===== src/rtl/cdb_arbiter.sv =====
// Completion-slot arbiter: reserves CDB slots for fixed-latency FUs at issue, fills the rest with variable-latency FUs round-robin.
// Latency: issue grant is combinational and its slot is used the next cycle; variable grants are combinational from valid.
// Backpressure: a variable FU without a slot keeps its valid high; the starvation counter caps new fixed issue to free a slot.
module cdb_arbiter #(
  parameter int N             = 2,
  parameter int NUM_FU_ALU    = 3,
  parameter int NUM_FU_MULT   = 2,
  parameter int NUM_FU_BRANCH = 1,
  parameter int NUM_FU_LDST   = 1,
  parameter int NUM_FU_TOTAL  = NUM_FU_LDST + NUM_FU_MULT + NUM_FU_ALU + NUM_FU_BRANCH,
  parameter int STARVE_LIMIT  = 2
) (
  input  logic                                clock,
  input  logic                                reset,
  input  logic [NUM_FU_ALU-1:0]               alu_issue_req_i,
  input  logic [NUM_FU_BRANCH-1:0]            branch_issue_req_i,
  output logic [NUM_FU_ALU-1:0]               alu_issue_gnt_o,
  output logic [NUM_FU_BRANCH-1:0]            branch_issue_gnt_o,
  input  logic [NUM_FU_MULT-1:0]              mult_cdb_valid_i,
  input  logic [NUM_FU_LDST-1:0]              ldst_cdb_valid_i,
  output logic [NUM_FU_MULT-1:0]              mult_cdb_en_o,
  output logic [NUM_FU_LDST-1:0]              ldst_cdb_en_o,
  output logic [N-1:0][NUM_FU_TOTAL-1:0]      complete_gnt_bus_o,
  output logic                                starve_reserve_o
);

  // Variable set V occupies the low FU bits (ldst, then mult); fixed FUs sit above it.
  localparam int NV  = NUM_FU_LDST + NUM_FU_MULT;
  localparam int NF  = NUM_FU_ALU + NUM_FU_BRANCH;
  localparam int RRW = (NV > 1) ? $clog2(NV) : 1;
  localparam int WCW = $clog2(STARVE_LIMIT + 2);

  // Fixed reservations use local bit order {branch, alu}, i.e. global bit NV + b.
  logic [NF-1:0]                  fixed_q, fixed_d;
  logic [RRW-1:0]                 rr_q, rr_d;
  logic [WCW-1:0]                 wait_q, wait_d;

  logic [NV-1:0]                  var_vld;
  logic [NV-1:0]                  var_gnt;
  logic [NUM_FU_ALU-1:0]          alu_gnt;
  logic [NUM_FU_BRANCH-1:0]       br_gnt;
  logic [N-1:0][NUM_FU_TOTAL-1:0] gnt_bus;
  logic                           starve;
  int                             issue_cnt;
  int                             issue_cap;
  int                             slot;
  int                             idx;

  assign var_vld = {mult_cdb_valid_i, ldst_cdb_valid_i};
  assign starve  = (wait_q >= WCW'(STARVE_LIMIT));

  // Issue grant: branch first then ALU, lowest index first, capped so a starved variable FU gets a slot next cycle.
  always_comb begin
    alu_gnt   = '0;
    br_gnt    = '0;
    issue_cnt = 0;
    issue_cap = starve ? (N - 1) : N;
    for (int i = 0; i < NUM_FU_BRANCH; i++) begin
      if (branch_issue_req_i[i] && (issue_cnt < issue_cap)) begin
        br_gnt[i] = 1'b1;
        issue_cnt = issue_cnt + 1;
      end
    end
    for (int i = 0; i < NUM_FU_ALU; i++) begin
      if (alu_issue_req_i[i] && (issue_cnt < issue_cap)) begin
        alu_gnt[i] = 1'b1;
        issue_cnt  = issue_cnt + 1;
      end
    end
    fixed_d = {br_gnt, alu_gnt};
  end

  // Slot fill: last cycle's reservations first (descending FU bit), then valid variable FUs scanned from rr_q with wrap.
  always_comb begin
    gnt_bus = '0;
    var_gnt = '0;
    rr_d    = rr_q;
    slot    = 0;
    idx     = 0;
    for (int b = NF - 1; b >= 0; b--) begin
      if (fixed_q[b] && (slot < N)) begin
        for (int k = 0; k < N; k++) begin
          if (slot == k) gnt_bus[k][NV+b] = 1'b1;
        end
        slot = slot + 1;
      end
    end
    for (int j = 0; j < NV; j++) begin
      idx = int'(rr_q) + j;
      if (idx >= NV) idx = idx - NV;
      for (int v = 0; v < NV; v++) begin
        if ((idx == v) && var_vld[v] && (slot < N)) begin
          for (int k = 0; k < N; k++) begin
            if (slot == k) gnt_bus[k][v] = 1'b1;
          end
          var_gnt[v] = 1'b1;
          rr_d       = (v == NV - 1) ? '0 : RRW'(v + 1);
          slot       = slot + 1;
        end
      end
    end
  end

  // Starvation counter: counts cycles where some variable FU is valid but none was granted, saturating.
  always_comb begin
    wait_d = wait_q;
    if ((|var_gnt) || !(|var_vld)) begin
      wait_d = '0;
    end else if (wait_q < WCW'(STARVE_LIMIT + 1)) begin
      wait_d = wait_q + 1'b1;
    end
  end

  // State registers; reset drops any pending reservation.
  always_ff @(posedge clock) begin
    if (reset) begin
      fixed_q <= '0;
      rr_q    <= '0;
      wait_q  <= '0;
    end else begin
      fixed_q <= fixed_d;
      rr_q    <= rr_d;
      wait_q  <= wait_d;
    end
  end

  assign alu_issue_gnt_o    = reset ? '0 : alu_gnt;
  assign branch_issue_gnt_o = reset ? '0 : br_gnt;
  assign complete_gnt_bus_o = reset ? '0 : gnt_bus;
  assign ldst_cdb_en_o      = reset ? '0 : var_gnt[NUM_FU_LDST-1:0];
  assign mult_cdb_en_o      = reset ? '0 : var_gnt[NV-1:NUM_FU_LDST];
  assign starve_reserve_o   = reset ? 1'b0 : starve;

endmodule


===== config.mk =====
export PLATFORM = sky130hd
export DESIGN_NAME = cdb_arbiter
export DESIGN_NICKNAME = d
export VERILOG_FILES = /design/src/rtl/cdb_arbiter.sv
export SDC_FILE = /design/constraint.sdc
export NUM_CORES = 1
export LEC_CHECK = 0
export ABC_AREA = 1
export ABC_CLOCK_PERIOD_IN_PS = 13700
export CAP_MARGIN = 5
export CORE_ASPECT_RATIO = 1.4
export CORE_MARGIN = 5
export CORE_UTILIZATION = 30
export DETAILED_ROUTE_END_ITERATION = 16
export PLACE_DENSITY = 0.58
export REMOVE_ABC_BUFFERS = 1
export SYNTH_ARGS = -nofsm -noshare
export SYNTH_HDL_FRONTEND = slang
export SYNTH_SLANG_ARGS = --single-unit

===== constraint.sdc =====
create_clock -name clock -period 13.7 [get_ports clock]
set_input_delay 4.11 -clock clock [delete_from_list [all_inputs] [get_ports clock]]
set_output_delay 4.11 -clock clock [all_outputs]
set_load 0.02 [all_outputs]

; ---- Yosys cells after proc, flatten, opt, wreduce, memory -nomap -nowiden
; Index checks and enable logic that the tools add are counted.
[word_totals]
in_bits = 9
word_cells = 206
ff_bits = 8
[classes]
addsub = 19
n_reduce_logical = 49
magnitude_cmp = 21
n_mux = 95
n_eq_ne = 18
[ops]
columns = operator, count
row1 = 32-bit two-way mux, 16
row2 = 32-bit by 2-bit equality test with 1-bit output (second input constant), 15
row3 = 32-bit zero test, 15
row4 = 32-bit by 2-bit adder with 32-bit output (second input constant), 13
row5 = 32-bit by 3-bit < comparator with 1-bit output (second input constant), 12
row6 = 32-bit by 3-bit equality test with 1-bit output (second input constant), 3
row7 = 32-bit by 3-bit < comparator with 1-bit output, 3
row8 = 1-bit two-way mux, 67
row9 = 1-bit logical AND, 25
row10 = 2-bit two-way mux, 10
row11 = 13-bit two-way mux, 1
row12 = 3-bit OR reduction, 3
row13 = 8-bit nonzero test, 1
row14 = 3-bit by 2-bit subtractor with 4-bit output (second input constant), 2
row15 = 7-bit nonzero test, 1
row16 = 3-bit by 2-bit greater-or-equal comparator with 1-bit output (second input constant), 2
row17 = 2-bit greater-or-equal comparator (second input constant), 2
row18 = 2-bit OR reduction, 2
row19 = 2-bit by 1-bit adder with 3-bit output (second input constant), 1
row20 = 2-bit by 2-bit adder with 3-bit output (second input constant), 1
row21 = 3-bit two-way mux, 1
row22 = 2-bit by 2-bit subtractor with 3-bit output (second input constant), 1
row23 = 2-bit by 1-bit adder with 2-bit output (second input constant), 1
row24 = 1-bit by 2-bit < comparator with 1-bit output (first input constant), 1
row25 = other kinds (3), 3

; ---- Logic depth before layout (Yosys ltp)
; Gate-level depths: netlist of run 1.
[logic_depth]
depth_word = 40
ltp_mapped = 45
ltp_nobuf = 45

; ---- Worst setup path before layout of run 1
; No wires, ideal clock.
[synth_path]
kind = input-to-output
startpoint = in ldst_cdb_valid_i
endpoint = out complete_gnt_bus_o[9] in the netlist's numbering
arrival_time_ps = 9221
required_time_ps = 9590
stages = 36
slack_ps = 369
n_path_buf = 0
cell_sequence = nand2_1 -> nor2_2 -> nand3_2 -> xor2_2 -> inv_1 -> ha_1 -> inv_1 -> a31oi_4 -> ha_1 -> inv_1 -> nand4_2 -> nand2_1 -> inv_2 -> ha_1 -> inv_1 -> nand2_4 -> nand2_4 -> inv_1 -> ha_1 -> inv_1 -> a31oi_4 -> ha_1 -> inv_1 -> nand4_1 -> nand2_1 -> inv_1 -> ha_1 -> inv_1 -> a21oi_2 -> ha_1 -> inv_1 -> nor2_1 -> nand2_2 -> nand2_4 -> nand3_1 -> a21oi_1
[synth_rtl]
columns = element, line_no
row1 = start: declaration, 20  ; input logic [NUM_FU_LDST-1:0] ldst_cdb_valid_i,
row2 = end: declaration, 23  ; output logic [N-1:0][NUM_FU_TOTAL-1:0] complete_gnt_bus_o,

==> key figures, run 1 <==
Floorplanning
  – Initial core utilization: a little under a third
  – # IOs: 31
  – Die area: roughly 9000 um^2
  – Die Span X: approximately 80 um
  – Core area: approximately 7000 um^2
  – FP Rows: 36
  – Chip Height: between 100 and 150 um

Timing
  – Slew @ Worst Pin: between 800 and 900 ps
  – Slew Limit Fails: 0
  – Clock skew: approximately 0.35 ps
  – Hold WS: between 500 and 600 ps
  – Tmin final: about 13000 ps
  – Crit share post-route: about 97%
  – Maximum clock rate: ~0.075 GHz
  – Rel. slew slack: 45.1%
  – Final worst slack: between 300 and 400 ps
  – Final Hold Viols: 0
  – Final setup vio count: 0
  – RSZ-0062 raised after global routing: false

Worst hold path
  – Hold WC Path Type: reg2reg

Clock tree
  – H-Tree Depth: 1
  – CTS Buf Count: 3
  – Worst-Skew Late Latency: around 230 ps
  – Clock tree buffer depth: 2
  – Setup Buffers After CTS: 0
  – Clock transition at the registers of the reported paths: roughly 40 ps
  – CTS Root Cell: clkbuf_8
  – Clock sink total: 8
  – CTS tree: done

Finish
  – Multi-input gate area: about 1700 um^2
  – Register area: 160 um^2
  – Fill cells: 731
  – Non-filler instance count after layout: 464
  – Area Growth Syn to Fin: 32.1%
  – Layout cells sized above 1: between 30% and 40%
  – Diode count: 0
  – Layout Nets: about 420

Synth
  – Mapped cell area: roughly 2200 um^2
  – Warnings from Yosys: 0
  – Synth Area in Compound Gates: between 10% and 20%
  – Seq/Total Area, Yosys: 7.41%
  – Post-synthesis mux area share: 0%
  – Top post-synthesis cells by count: inv_1, ha_1, nor2_1, nand2_1, nand2_2
  – Synthesized area per cell: about 7.1 um^2
  – EDFF count, synth: 0
  – Synth top area share: about 22%
  – Post-synth cell types: 43
  – Most frequent cell after synthesis: inv_1
  – Synth async-reset ratio: 0%
  – Cells after synthesis: between 300 and 400
  – #FFs+latches synth: 8
  – Post-Synth XOR/XNOR Area: about 3.4%
  – Largest family of logic cells by synthesized area: simple AND/OR/NAND/NOR gates
  – Ys flop type: dfxtp_1
  – Synth Area in Simple Gates: between 30% and 40%
  – Post-Synth Adder-Cell Area: between 20% and 30%
  – Top cells by area, synth: ha_1, inv_1, dfxtp_1
  – Post-synth top area cell: ha_1

Worst setup path
  – CP Buf/Inv Count: 13
  – Worst path required time: 9590 ps
  – Worst Setup Start Kind: input pin
  – Largest stage delay, worst path: 480 ps
  – CP max FO: 3
  – CP Data Arrival Time: 9230 ps
  – CP max-delay cell: clkdlybuf4s50_1
  – Worst setup path class: in2out
  – Most frequent CP cell: inv_1
  – Crit end category: primary output
  – Delay-heaviest family, CP: adder cells

Drt
  – Via count: between 2000 and 2500
  – DRT iter0 DRCs: 47
  – Max layer used: met4
  – Vias per Instance: about 4.5
  – Met3 WL: 107 um
  – DR WL/cell: around 11 um
  – Routed Antenna Nets: 0
  – M1 wire length: roughly 2200 um
  – WL met2: 2940 um
  – DR DRC count: 0
  – Wirelength, routed: approximately 5300 um
  – Drt pass-1 iters: 4

Global route
  – First-pass GRT wire length: 9350 um
  – Largest net degree at the start of global routing: 23
  – Total congestion overflow: 0
  – Vias in the first global route: 2131
  – Initial antenna violation count: 0
  – GRT Util Overall: between 10 and 15%

Run
  – Total of max-cap violations: 0

Place
  – PortBufs: 29
  – RePlAce Congestion: between 0.8 and 0.9
  – DP Worst Slack: -183 ps
  – DP Wirelength: roughly 4700 um
  – Placed cell count: about 460

Run status
  – Status: completed

Power and ir drop
  – Power consumption: just over 0.7 mW
  – VDD IR-drop max: 0.000197 V
  – Lkg Pwr: around 1.5 nW
  – PD cells: 249 nW/um^2
==> power breakdown <==
group	switching, mW	total (mW)	internal, mW
clock	0.00892	0.0279	0.0190
combinational	0.374	0.650	0.275
sequential	0.00485	0.0334	0.0285
==> logic make-up (layout without fill, tap and decap cells) <==
family | count (synthesis) | after routing
simple gates | 137 | 137
buf+inv | 75 | 138
compound gates | 42 | 42
fa+ha+maj | 38 | 38
flops | 8 | 8
xor+xnor | 5 | 5
other cells | 1 | 1
==> metal layers <==
layer | track usage [%] | vias up
met2 | 23.8 | 25
li1 | - | 1099
met3 | 1.22 | 2
met5 | 0 | -
met4 | 1.66 | 0
met1 | 14.8 | 948
==> final timing paths <==
| check | from | to | slack [ps] | cells past startpoint |
|---|---|---|---|---|
| max | ldst_cdb_valid_i | complete_gnt_bus_o[2] | 360 | 38 |
| min reg2reg | wait_q[0] | wait_q[0] | 570 | 2 |
| min | wait_q[0] | wait_q[0] | 570 | 2 |
| max reg2reg | fixed_q[2] | wait_q[1] | 7300 | 45 |
==> through the flow <==
| stage | cell area, um^2 | util (%) | setup TNS, ps |
|---|---|---|---|
| CTS | 2850 | 40.8 | 0 |
| detailed placement | 2810 | 40.3 | -487 |
| global placement | 2810 | 40.3 | -122 |
| global route | 2860 | 40.9 | 0 |
| finish | 2860 | 40.9 | 0 |
| floorplan | 2150 | - | 0 |
==> flip-flops by register name (all words and copies together), names as in the netlist <==
name / flops
wait_q: 2
fixed_q: 4
rr_q: 2
==> cells in the final DEF (no fill, tap or decap), types with 11 or more instances in the layout <==
cell type        Yosys  layout
nor2_1              35      34
nand3_1             12      12
inv_2                9      11
buf_4                1      35
clkdlybuf4s50_1      0      23
nand2_2             15      16
a21oi_1             12      11
inv_1               59      57
nand2_1             30      29
ha_1                38      38
nand3_2             12      12
==> worst register-to-register path, delay by kind of cell, from the launching register on <==
family	cells	cell delay, ps
DFF	1	370
and+or+nand+nor	14	1080
AOI/OAI and AO/OA	4	390
buffers and inverters	16	1200
xor gates and xnor gates	1	240
adders and majority gates	10	3030
==> cell type report <==
cell class / count / area share [%]
Multi-Input combinational cell: 223 / 60.2
Timing Repair Buffer: 63 / 18.9
Clock buffer: 3 / 1.45
Tap cell: 95 / 4.16
Inverter: 72 / 9.68
Sequential cell: 8 / 5.61
==> timing repair <==
action                     CTS  global route
pin swaps                    0             4
gates resized for setup      3            16
setup endpoints to repair    3             6
hold buffers                 0             0
Note: power is estimated with default switching activity, not from simulation.
==> inputs of run 2 (changes only) <==
==> constraint.sdc (replaced) <==
create_clock -name clock -period 13.7 [get_ports clock]
set_input_delay 2.74 -clock clock [delete_from_list [all_inputs] [get_ports clock]]
set_output_delay 2.74 -clock clock [all_outputs]
set_load 0.02 [all_outputs]
==> run 2 against run 1 <==
  * Non-clock buffer count decreased by 34
  * Highest routed layer unchanged
  * Sequential share of layout area is 0.56 points higher
  * Total power is 17% lower
  * Clock skew rose by 1.6 ps
  * Die area is the same
  * Clock power hardly changed
==> key figures, run 2 (same netlist as run 1, synthesis figures left out) <==
Run status
  – Status: completed (unchanged)

Worst setup path
  – Crit end category: primary output (unchanged)
  – R2R Path End: wait_q[0] (was wait_q[1])
  – Worst Setup Start Kind: input pin (unchanged)
  – Reg2reg setup slack: 6650 ps (was 7300 ps)
  – CP max FO: 9 (was 3)
  – Critical Path Source: ldst_cdb_valid_i (unchanged)
  – Worst setup path class: in2out (unchanged)
  – Launching point of the worst reg2reg path: fixed_q[2] (unchanged)
  – CP Data Arrival Time: 9200 ps (was 9230 ps)
  – Most frequent CP cell: inv_1 (unchanged)
  – Worst reg-to-reg path cell count: 44 (was 45)
  – CP max-delay cell: clkdlybuf4s50_1 (unchanged)
  – Worst path required time: 10960 ps (was 9590 ps)
  – Largest stage delay, worst path: 640 ps (was 480 ps)
  – Critical Path End: complete_gnt_bus_o[9] (was complete_gnt_bus_o[2])

Drt
  – DRT iter0 DRCs: 70 (was 47)
  – Wirelength, routed: 4890 um (was 5280 um)
  – Vias per Instance: 4.42 (was 4.47)
  – Drt pass-1 iters: 4 (unchanged)
  – Via count: 1902 (was 2074)
  – DR DRC count: 0 (unchanged)
  – Routed Antenna Nets: 0 (unchanged)
  – DR WL/cell: 11.4 um (about the same)

Finish
  – Commonest non-fill, non-tap cell in the layout: inv_1 (unchanged)
  – Area Growth Syn to Fin: 20.2% (was 32.1%)
  – Non-filler instance count after layout: 430 (was 464)
  – Most frequent cells in the layout: inv_1, ha_1, nor2_1, nand2_1, clkdlybuf4s50_1 (was inv_1, ha_1, buf_4, nor2_1, nand2_1)
  – Layout cells sized above 1: 22.7% (was 32.0%)
  – Layout Nets: 384 (was 418)
  – Largest regs: fixed_q x4, rr_q x2, wait_q x2 (unchanged)
  – Final Util: 37.2% (was 40.9%)
  – Fill cells: 751 (was 731)
  – Largest register FFs: 4 (unchanged)
  – Diode count: 0 (unchanged)
  – Final Cell Area: 2600 um^2 (was 2860 um^2)
  – Reg with most FFs: fixed_q (unchanged)

Timing
  – Slew Limit Fails: 0 (unchanged)
  – Slew @ Worst Pin: 796 ps (was 821 ps)
  – Clock skew: 1.93 ps (was 0.346 ps)
  – Tmin final: 11940 ps (was 13340 ps)
  – RSZ-0062 raised after global routing: false (unchanged)
  – Final setup vio count: 0 (unchanged)
  – Final Hold Viols: 0 (unchanged)
  – Sum Neg Setup Slack: 0 ps (unchanged)
  – Maximum clock rate: 0.0838 GHz (was 0.0750 GHz)
  – Crit share post-route: 87.1% (was 97.3%)
  – Rel. slew slack: 46.8% (was 45.1%)

Place
  – PortBufs: 29 (unchanged)
  – Placed cell count: 427 (was 461)
  – RePlAce Congestion: 0.829 (was 0.821)
  – DP Wirelength: 4320 um (was 4710 um)
  – Placed cell area: 2550 um^2 (was 2810 um^2)

Global route
  – Largest net degree at the start of global routing: 23 (unchanged)
  – Initial antenna violation count: 0 (unchanged)
  – Total congestion overflow: 0 (unchanged)
  – Vias in the first global route: 2049 (was 2131)
  – First-pass GRT wire length: 8830 um (was 9350 um)
  – GRT Util Overall: 11.8% (was 12.5%)

Floorplanning
  – Die area: 9020 um^2 (unchanged)
  – Die Span X: 81.7 um (unchanged)
  – FP Rows: 36 (unchanged)
  – Core area: 6980 um^2 (unchanged)
  – Initial core utilization: 30.9% (unchanged)
  – # IOs: 31 (unchanged)
  – Chip Height: 110 um (unchanged)

Clock tree
  – CTS Root Cell: clkbuf_8 (unchanged)
  – Setup Buffers After CTS: 0 (unchanged)
  – Post-cts sizing count: 0 (was 3)
  – CTS Buf Count: 3 (unchanged)
  – Hold buffer count at cts: 0 (unchanged)
  – Clock sink total: 8 (unchanged)
  – Clock tree buffer depth: 2 (unchanged)
  – Clock transition at the registers of the reported paths: 40 ps (about the same)
  – CTS tree: done (unchanged)
  – Worst-Skew Late Latency: 230 ps (about the same)
  – H-Tree Depth: 1 (unchanged)

Power and ir drop
  – Lkg Pwr: 1.25 nW (was 1.47 nW)
  – Power consumption: 0.590 mW (was 0.711 mW)
  – VDD IR-drop max: 0.000122 V (was 0.000197 V)
  – PD cells: 227 nW/um^2 (was 249 nW/um^2)

Worst hold path
  – Hold WC Path Type: reg2reg (unchanged)
  – Worst hold path startpoint: wait_q[0] (unchanged)

Run
  – Total of max-cap violations: 0 (unchanged)
[run 2: cell types whose count changed in the layout (fill, tap and decap cells not counted)]
cell             change
nor2_1               +1
nor2_2               -1
nand2_2              -1
dlymetal6s2s_1       -3
buf_4               -35
a21oi_1              +1
clkdlybuf4s50_1      +6
inv_2                -2
clkbuf_2             -2
a21oi_2              -1
inv_1                +2
nand2_1              +1
[run 2: routing by layer]
layer  wire length, um  part of all wire (%)  GRT usage, %
met5                 0                     0             0
met4                83                   1.7          3.22
met3               134                   2.7          1.47
met2              2510                    51          21.4
met1              2160                    44          14.1
[run 2: power breakdown]
part           switching (mW)  internal, mW
Combinational           0.343         0.186
Clock                 0.00877        0.0190
Sequential            0.00494        0.0285
Total                   0.357         0.233
[run 2: worst min path at each step]
stage	endpoint	slack [ps]	cells after the start
final	wait_q[0]	580	2
after global routing	wait_q[0]	610	2
after CTS	wait_q[0]	580	2
after detailed placement	wait_q[0]	570	2
after global placement	wait_q[0]	550	2
after floorplan	wait_q[0]	520	2
[run 2: layout make-up]
cell class,instances,area (um^2),area share [%]
inverters,72,277,10.7
clock buffers,3,41.3,1.59
well taps,95,119,4.58
flip-flops and latches,8,160,6.17
repair buffers,29,290,11.2
multi-input cells,223,1710,65.8
[run 2: critical path: cells and delay by family]
| kind | cells | cell delay [ps] |
|---|---|---|
| compound gates | 4 | 810 |
| fa+ha+maj | 7 | 1980 |
| xor+xnor | 1 | 240 |
| buf+inv | 13 | 1930 |
| simple gates | 13 | 1480 |
[run 2: per-stage QoR]
step	worst slack [ps]	hold WS (ps)
6_report	1760	581
5_1_grt	1190	608
4_1_cts	1710	583
3_5_place_dp	1710	574
3_3_place_gp	1870	547
2_1_floorplan	3110	522
